--- src/rtl/writeback_if.sv ---
// rtl/writeback_if.sv - commit bus between the last pipeline register, decode/hazard logic and writeback
interface writeback_if;
    logic [15:0] IR;
    logic [15:0] RF_value;
    logic        CCRWrite;
    logic        carry_in;
    logic [15:0] pc_in;
    logic        pc_write;
    logic [2:0]  rd_addr_a;
    logic [2:0]  rd_addr_b;
    logic [15:0] rd_data_a;
    logic [15:0] rd_data_b;
    logic        wb_valid;
    logic [2:0]  wb_dest;
    logic [15:0] wb_data;
    logic        carry_flag;
    logic        zero_flag;
    logic [15:0] retired_count;

    // Pipeline / decode side: presents the instruction and read addresses, observes results
    modport master (
        output IR, RF_value, CCRWrite, carry_in, pc_in, pc_write, rd_addr_a, rd_addr_b,
        input  rd_data_a, rd_data_b, wb_valid, wb_dest, wb_data, carry_flag, zero_flag, retired_count
    );

    // Writeback stage side
    modport slave (
        input  IR, RF_value, CCRWrite, carry_in, pc_in, pc_write, rd_addr_a, rd_addr_b,
        output rd_data_a, rd_data_b, wb_valid, wb_dest, wb_data, carry_flag, zero_flag, retired_count
    );
endinterface

--- src/rtl/writeback_stage.sv ---
// rtl/writeback_stage.sv - RISC15 writeback: register file, condition codes, retire counter
module writeback_stage #(
    parameter logic [15:0] RESET_PC = 16'h0000
) (
    input  logic        clk,
    input  logic        reset,
    writeback_if.slave  bus
);

    logic [15:0] r_regs [0:7];
    logic        r_carry;
    logic        r_zero;
    logic [15:0] r_retired;

    logic [3:0]  w_opcode;
    logic        w_wb_valid;
    logic [2:0]  w_wb_dest;
    logic        w_is_nop;
    logic        w_carry_op;
    logic        w_wb_r7;
    logic [15:0] w_rd_a;
    logic [15:0] w_rd_b;

    assign w_opcode   = bus.IR[15:12];
    assign w_is_nop   = (w_opcode == 4'b1111);
    assign w_carry_op = (w_opcode == 4'b0000) || (w_opcode == 4'b0001);
    assign w_wb_r7    = w_wb_valid && (w_wb_dest == 3'd7);

    // Destination decode; LM/SM arrive pre-expanded, so only the listed opcodes write
    always_comb begin
        w_wb_valid = 1'b0;
        w_wb_dest  = 3'd0;
        case (w_opcode)
            4'b0000, 4'b0010: begin
                w_wb_valid = 1'b1;
                w_wb_dest  = bus.IR[5:3];
            end
            4'b0001: begin
                w_wb_valid = 1'b1;
                w_wb_dest  = bus.IR[8:6];
            end
            4'b0011, 4'b0100, 4'b1000, 4'b1001: begin
                w_wb_valid = 1'b1;
                w_wb_dest  = bus.IR[11:9];
            end
            default: begin
                w_wb_valid = 1'b0;
                w_wb_dest  = 3'd0;
            end
        endcase
    end

    // Register file commit; a writeback to R7 takes precedence over the fetch PC load
    always_ff @(posedge clk or negedge reset) begin
        if (!reset) begin
            for (int i = 0; i < 7; i++) begin
                r_regs[i] <= 16'h0000;
            end
            r_regs[7] <= RESET_PC;
        end else begin
            if (w_wb_valid) begin
                r_regs[w_wb_dest] <= bus.RF_value;
            end
            if (bus.pc_write && !w_wb_r7) begin
                r_regs[7] <= bus.pc_in;
            end
        end
    end

    // Condition codes: zero from any flag-writing result, carry only from ADD-class and ADI
    always_ff @(posedge clk or negedge reset) begin
        if (!reset) begin
            r_carry <= 1'b0;
            r_zero  <= 1'b0;
        end else if (bus.CCRWrite) begin
            r_zero <= (bus.RF_value == 16'h0000);
            if (w_carry_op) begin
                r_carry <= bus.carry_in;
            end
        end
    end

    // Retired-instruction counter, free-running wrap
    always_ff @(posedge clk or negedge reset) begin
        if (!reset) begin
            r_retired <= 16'h0000;
        end else if (!w_is_nop) begin
            r_retired <= r_retired + 16'd1;
        end
    end

    // Read ports bypass the in-flight result; pc_in is never forwarded
    always_comb begin
        w_rd_a = r_regs[bus.rd_addr_a];
        w_rd_b = r_regs[bus.rd_addr_b];
        if (w_wb_valid && (bus.rd_addr_a == w_wb_dest)) begin
            w_rd_a = bus.RF_value;
        end
        if (w_wb_valid && (bus.rd_addr_b == w_wb_dest)) begin
            w_rd_b = bus.RF_value;
        end
    end

    assign bus.rd_data_a     = w_rd_a;
    assign bus.rd_data_b     = w_rd_b;
    assign bus.wb_valid      = w_wb_valid;
    assign bus.wb_dest       = w_wb_dest;
    assign bus.wb_data       = bus.RF_value;
    assign bus.carry_flag    = r_carry;
    assign bus.zero_flag     = r_zero;
    assign bus.retired_count = r_retired;

endmodule

--- src/flat_wrapper.sv ---
// flat-port wrapper written by rule: the top's interface ports become plain ports
module writeback_stage_flat 
#(
    parameter logic [15:0] RESET_PC = 16'h0000
)
  (clk, reset, bus_IR, bus_RF_value, bus_CCRWrite, bus_carry_in, bus_pc_in, bus_pc_write, bus_rd_addr_a, bus_rd_addr_b, bus_rd_data_a, bus_rd_data_b, bus_wb_valid, bus_wb_dest, bus_wb_data, bus_carry_flag, bus_zero_flag, bus_retired_count);
  writeback_if bus_i ();
  input  logic clk;
  input  logic reset;
  input wire logic [$bits(bus_i.IR)-1:0] bus_IR;
  input wire logic [$bits(bus_i.RF_value)-1:0] bus_RF_value;
  input wire logic [$bits(bus_i.CCRWrite)-1:0] bus_CCRWrite;
  input wire logic [$bits(bus_i.carry_in)-1:0] bus_carry_in;
  input wire logic [$bits(bus_i.pc_in)-1:0] bus_pc_in;
  input wire logic [$bits(bus_i.pc_write)-1:0] bus_pc_write;
  input wire logic [$bits(bus_i.rd_addr_a)-1:0] bus_rd_addr_a;
  input wire logic [$bits(bus_i.rd_addr_b)-1:0] bus_rd_addr_b;
  output wire logic [$bits(bus_i.rd_data_a)-1:0] bus_rd_data_a;
  output wire logic [$bits(bus_i.rd_data_b)-1:0] bus_rd_data_b;
  output wire logic [$bits(bus_i.wb_valid)-1:0] bus_wb_valid;
  output wire logic [$bits(bus_i.wb_dest)-1:0] bus_wb_dest;
  output wire logic [$bits(bus_i.wb_data)-1:0] bus_wb_data;
  output wire logic [$bits(bus_i.carry_flag)-1:0] bus_carry_flag;
  output wire logic [$bits(bus_i.zero_flag)-1:0] bus_zero_flag;
  output wire logic [$bits(bus_i.retired_count)-1:0] bus_retired_count;
  assign bus_i.IR = bus_IR;
  assign bus_i.RF_value = bus_RF_value;
  assign bus_i.CCRWrite = bus_CCRWrite;
  assign bus_i.carry_in = bus_carry_in;
  assign bus_i.pc_in = bus_pc_in;
  assign bus_i.pc_write = bus_pc_write;
  assign bus_i.rd_addr_a = bus_rd_addr_a;
  assign bus_i.rd_addr_b = bus_rd_addr_b;
  assign bus_rd_data_a = bus_i.rd_data_a;
  assign bus_rd_data_b = bus_i.rd_data_b;
  assign bus_wb_valid = bus_i.wb_valid;
  assign bus_wb_dest = bus_i.wb_dest;
  assign bus_wb_data = bus_i.wb_data;
  assign bus_carry_flag = bus_i.carry_flag;
  assign bus_zero_flag = bus_i.zero_flag;
  assign bus_retired_count = bus_i.retired_count;
  writeback_stage #(.RESET_PC(RESET_PC)) u_core (.clk(clk), .reset(reset), .bus(bus_i));
endmodule
--- config.mk ---
export PLATFORM = sky130hd
export DESIGN_NAME = writeback_stage_flat
export DESIGN_NICKNAME = d
export VERILOG_FILES = /design/src/rtl/writeback_if.sv /design/src/rtl/writeback_stage.sv /design/src/flat_wrapper.sv
export SDC_FILE = /design/constraint.sdc
export NUM_CORES = 1
export LEC_CHECK = 0
export CAP_MARGIN = 25
export CORE_ASPECT_RATIO = 0.6
export CORE_MARGIN = 4
export CORE_UTILIZATION = 55
export DETAILED_ROUTE_END_ITERATION = 6
export PLACE_DENSITY = 0.81
export SLEW_MARGIN = 20
export SYNTH_ARGS = -nofsm -noshare
export SYNTH_HDL_FRONTEND = slang
export SYNTH_SLANG_ARGS = --single-unit
--- constraint.sdc ---
create_clock -name clk -period 2.9 [get_ports clk]
set_input_delay 0.435 -clock clk [delete_from_list [all_inputs] [get_ports clk]]
set_output_delay 0.435 -clock clk [all_outputs]
set_load 0.005 [all_outputs]
# [After elaboration in Yosys (flattened, before gate mapping)]
# Cells that the tools add are included.
[totals] ff_bits=146 out_inout_bits=70 elab_cells=58
[classes] muxes=15 n_eq_ne=10 n_reduce_logical=14 add_sub_neg=1 n_lt_le_gt_ge=4 bitwise=3
[ops] cell="16-bit 2-to-1 mux" count=9
[ops] cell="128-bit bitwise mux" count=1
[ops] cell="16-bit binary-select mux with 3-bit select" count=2
[ops] cell="16-bit demux with 3-bit select" count=1
[ops] cell="16-bit by 1-bit adder with 16-bit output (second input constant)" count=1
[ops] cell="16-bit zero test" count=1
[ops] cell="4-bit == test (second input constant)" count=3
[ops] cell="4-bit >= comparator (second input constant)" count=3
[ops] cell="3-bit inverter with 4-bit output" count=3
[ops] cell="3-bit case mux with 3 select lines" count=1
[ops] cell="4-bit by 2-bit == test with 1-bit output (second input constant)" count=2
[ops] cell="7-bit OR reduction" count=1
[ops] cell="3-bit == test" count=2
[ops] cell="1-bit logical AND" count=5
[ops] cell="4-bit by 1-bit == test with 1-bit output (second input constant)" count=1
[ops] cell="4-bit by 3-bit == test with 1-bit output (second input constant)" count=1
[ops] cell="4-bit zero test" count=1
[ops] cell="4-bit by 1-bit < comparator with 1-bit output (second input constant)" count=1
[ops] cell="4-bit OR reduction" count=1
[ops] cell="3-bit == test (second input constant)" count=1
[ops] cell="2-bit AND reduction" count=1
[ops] cell="2-bit nonzero test" count=1
[ops] cell="2-bit OR reduction" count=1
[ops] cell="1-bit zero test" count=1
[ops] cell="other kinds (2)" count=2

# [Logic depth before layout (Yosys ltp)]
[depth] depth_word=11 ltp_mapped=8 depth_no_buf=7

# [Least setup slack after synthesis]
# OpenSTA, ideal clock, no wires.
[synth_timing] path_kind="input to output" start="input bus_IR[15]" end="output bus_rd_data_a[10]" required_ns=2.465 cell_stages=8 path_buffers=2 slack_ns=0.140 arrival_time_ns=2.325 cell_sequence="nor4b_1 > a211o_1 > o2bb2ai_1 > buf_2 > xor2_1 > nor4_4 > buf_6 > mux2_2"
[synth_between] elab_chain_len=6
[synth_lines] item="start: declaration" line="flat_wrapper.sv:10" rtl="input wire logic [$bits(bus_i.IR)-1:0] bus_IR;"
[synth_lines] item="4-bit by 2-bit == test with 1-bit output (tied with other cells)" line="writeback_stage.sv:33" rtl="case (w_opcode)"
[synth_lines] item="4-bit OR reduction / 2-bit OR reduction (equally long branches)" line="writeback_stage.sv:33"
[synth_lines] item="3-bit case mux with 3 select lines *" line="writeback_stage.sv:33"
[synth_lines] item="net bus_wb_dest[0]" line="flat_wrapper.sv:21" rtl="output wire logic [$bits(bus_i.wb_dest)-1:0] bus_wb_dest;"
[synth_lines] item="3-bit == test *" line="writeback_stage.sv:96" rtl="if (w_wb_valid && (bus.rd_addr_a == w_wb_dest)) begin"
[synth_lines] item="1-bit logical AND *" line="writeback_stage.sv:96"
[synth_lines] item="16-bit 2-to-1 mux *" line="writeback_stage.sv:96"
[synth_lines] item="end: declaration" line="flat_wrapper.sv:18" rtl="output wire logic [$bits(bus_i.rd_data_a)-1:0] bus_rd_data_a;"
# Mark *: on every way through the listed nets, which the timed path passes. The rest lies on a longest branch.

# [Worst setup path after layout]
[layout_timing] start="input bus_IR[12]" end="output bus_rd_data_b[8]"
[layout_between] elab_chain_len=6
[layout_lines] item="4-bit by 2-bit == test with 1-bit output (tied with other cells)" line="writeback_stage.sv:33"
[layout_lines] item="4-bit OR reduction / 2-bit OR reduction (equally long branches)" line="writeback_stage.sv:33"
[layout_lines] item="3-bit case mux with 3 select lines" line="writeback_stage.sv:33"
[layout_lines] item="3-bit == test" line="writeback_stage.sv:99" rtl="if (w_wb_valid && (bus.rd_addr_b == w_wb_dest)) begin"
[layout_lines] item="1-bit logical AND *" line="writeback_stage.sv:99"
[layout_lines] item="16-bit 2-to-1 mux *" line="writeback_stage.sv:99"
[layout_lines] item="end: declaration" line="flat_wrapper.sv:19" rtl="output wire logic [$bits(bus_i.rd_data_b)-1:0] bus_rd_data_b;"
# Mark *: on every way between the ends. The rest lies on a longest branch, timed or not.

==> metrics.txt <==
Crit. End Element=output pin; DR DRC count=0; post-synthesis sequential area ratio=approximately 44%; failing checks=negative setup slack; Setup violations, final=31; # port buffers=~130; Worst Path Arrival=approximately 2600 ps; setup ws final=-138 ps; RD Place Congestion=a little over 0.8; number of antenna violations at the first check in global routing=1; switching part of the total=29.1%; io pins=roughly 130; maximum clock frequency=roughly 330 MHz; Final Skew=roughly 3.6 ps; Tightest Hold Check Type=in -> async; Yosys top cell area share=43.5%; CTS sink count=146; Final Hold Fails=0; register bit total from synthesis=146; routed vias=~6,000; WL final=about 25,000 um; number of max-cap violations=0; Setup crit start=bus_IR[12]; routed vias/inst=around 6.4; first-pass GRT wire length=slightly below 40,000 um; largest net degree at the start of global routing=between 80 and 90; max_slew headroom=between 40% and 50%; Post-Syn Area=8390 um^2; main area contributors after synthesis=dfrtp_1 44%, mux2_2 24%, mux4_2 17%; P&R area growth vs syn=33.3%; placed cells=slightly below 900; Int Pwr=between 5 and 6 mW; share of cells above drive strength 1=a little over half; Sw Pwr=about 2.4 mW; Yosys Warn Count=0; Worst-path clk slew=approximately 60 ps; sequential share of power=a little under 40%; Nets=794; pwr/cell area=741 nW/um^2; Floorplan Core Area=~15,000 um^2; Post-synth EDFFs=0; Distinct cells, synth=36; Hold WS=56.4 ps; Starting Density=57.0%; Reg2Reg Setup Slack=between 1000 and 1500 ps; Clk Latency, worst-skew pair=roughly 410 ps; htree depth=4; ANT nets after route=0; FF-to-FF Start=u_core.bus.retired_count[3]; slew at the pin closest to its max-slew limit=752 ps; TritonCTS clock tree=done; RSZ-0062 raised after global routing=true; period utilization=105%; clock share of power=~28%; Longest Clk Path Bufs=2; Pre-Repair DR Iteration Count=5; Worst R2R End=u_core.bus.retired_count[15]; drt first-iter violations=between 600 and 700; top-count cell post-synth=mux2_2; worst setup path endpoint=bus_rd_data_b[8]; vias in the first global route=between 6,000 and 7,000; Post-Syn Area per Cell=14.3 um^2; die area=17,400 um^2; combinational power share=around 33%; Root Buffer=clkbuf_16; n_diodes=0; Most used DFF post-synth=dfrtp_1; dpl ws=-815 ps; syn_nets=645; TritonCTS Buffers=17; Finished Layout Cells=944; async set-reset flop share out of synthesis=between 90% and 100%; run status=finished with violations; WL per Instance=26.5 um; r2r worst-path depth=5; Core Rows=34; HPWL reported at the end of detailed placement=between 15,000 and 20,000 um; Peak VDD IR=roughly 450 uV; CP startpoint kind=input port; Final min period=around 3000 ps; grt total ovfl=0; Die Y-Extent=between 100 and 150 um; Synth top cells by count=178 x mux2_2, 146 x dfrtp_1, 64 x mux4_2; CP max FO=4; setup TNS=-3300 ps; crit path kind=in -> out; area leader, netlist=dfrtp_1; DIE WIDTH=167 um; Critical Path RT=2470 ps; leak pwr=4.71 nW; pins over their slew limit=0; Gate Count Post-Synth=slightly below 600; Tot GR Track Use=between 20% and 30%
## state kept, by name (all words and copies together), names as in the netlist
| name | flops |
|---|---|
| u_core.bus.carry_flag | 1 |
| u_core.bus.retired_count | 16 |
| u_core.bus.zero_flag | 1 |
| u_core.r_regs | 128 |
## worst min-delay path by stage
stage                                      start  cells past startpoint                      endpoint  slack (ps)
CTS                                        reset                      1   u_core.bus.retired_count[8]         100
finish                                     reset                      1   u_core.bus.retired_count[8]          60
global placement    u_core.bus.retired_count[15]                      1  u_core.bus.retired_count[15]         460
global route                               reset                      1   u_core.bus.retired_count[8]         100
floorplan                                  reset                      0         u_core.bus.carry_flag         140
detailed placement  u_core.bus.retired_count[15]                      1  u_core.bus.retired_count[15]         480
## worst max-delay path, stage by stage
cell and delay [ps]:
buf_8 100, buf_6 110, nor4b_4 320, a211o_4 210
a22oi_4 100, buf_4 160, xnor2_2 150, nor4_4 250
buf_6 200, buf_6 130, mux2_4 310, buf_6 120
## layer usage
metal | wire (um) | global-route usage (%)
met5 | 48 | 1.74
met4 | 589 | 9.26
met3 | 1890 | 6.89
met2 | 12000 | 46.3
met1 | 10500 | 41.1
## placed cells by master (no fill, tap or decap), types with 3 or more instances in the layout
master / count
and3_1: 3
a21oi_1: 17
clkbuf_16: 18
buf_2: 15
mux2i_1: 17
nor4_1: 4
dfrtp_1: 146
bufinv_16: 3
buf_12: 18
buf_4: 38
mux4_2: 64
nand3_1: 7
mux2_4: 27
nand2_1: 5
mux2_2: 151
clkinv_4: 5
xnor2_1: 12
nor2_1: 21
nor4_4: 3
buf_6: 38
nand4_1: 7
inv_1: 4
clkdlybuf4s50_1: 86
xor2_1: 5
## layout make-up
class                           instances  area, um^2
Clock inverter                         13         178
Inverter                                5        18.8
Fill cell                             872        3540
Timing Repair Buffer                  198        2060
Sequential cell                       146        3650
Clock buffer                           18         439
Tap cell                              198         248
Multi-Input combinational cell        366        4580
## timing repair
| action | CTS | global route |
|---|---|---|
| hold buffers | 0 | 0 |
| setup buffers | 22 | 3 |
| setup endpoints to repair | 35 | 32 |
| pin swaps | 9 | 6 |
| resized for setup | 230 | 5 |
| cloned | 1 | 0 |
## stage by stage
stage                     util (%)  total power [mW]  instance area (um^2)
after global routing          76.0              8.64                 11200
final                         76.0              8.29                 11200
after global placement        68.9              5.61                 10100
after detailed placement      68.9              5.80                 10100
after floorplan                  -              4.67                  8390
after CTS                     76.0              8.23                 11200
## cell families (layout without fill, tap and decap cells)
kind of cell / Yosys count / after routing / share of synthesized area, %
compound gates: 25 / 25 / 1.92
xor+xnor: 21 / 21 / 2.19
fa+ha+maj: 1 / 1 / 0.149
buf+inv: 73 / 234 / 4.44
flops: 146 / 146 / 43.5
mux: 259 / 259 / 43.1
simple gates: 60 / 60 / 4.64
## power groups by stage
stage          logic [mW]  clock network [mW]  registers [mW]
2_1_floorplan        1.65                   0            3.02
3_3_place_gp         2.52                   0            3.09
3_5_place_dp         2.61                   0            3.19
4_1_cts              2.75                2.31            3.17
5_1_grt              2.95                2.42            3.27
6_report             2.77                2.32            3.20
Power figures use the tool's default switching activity.
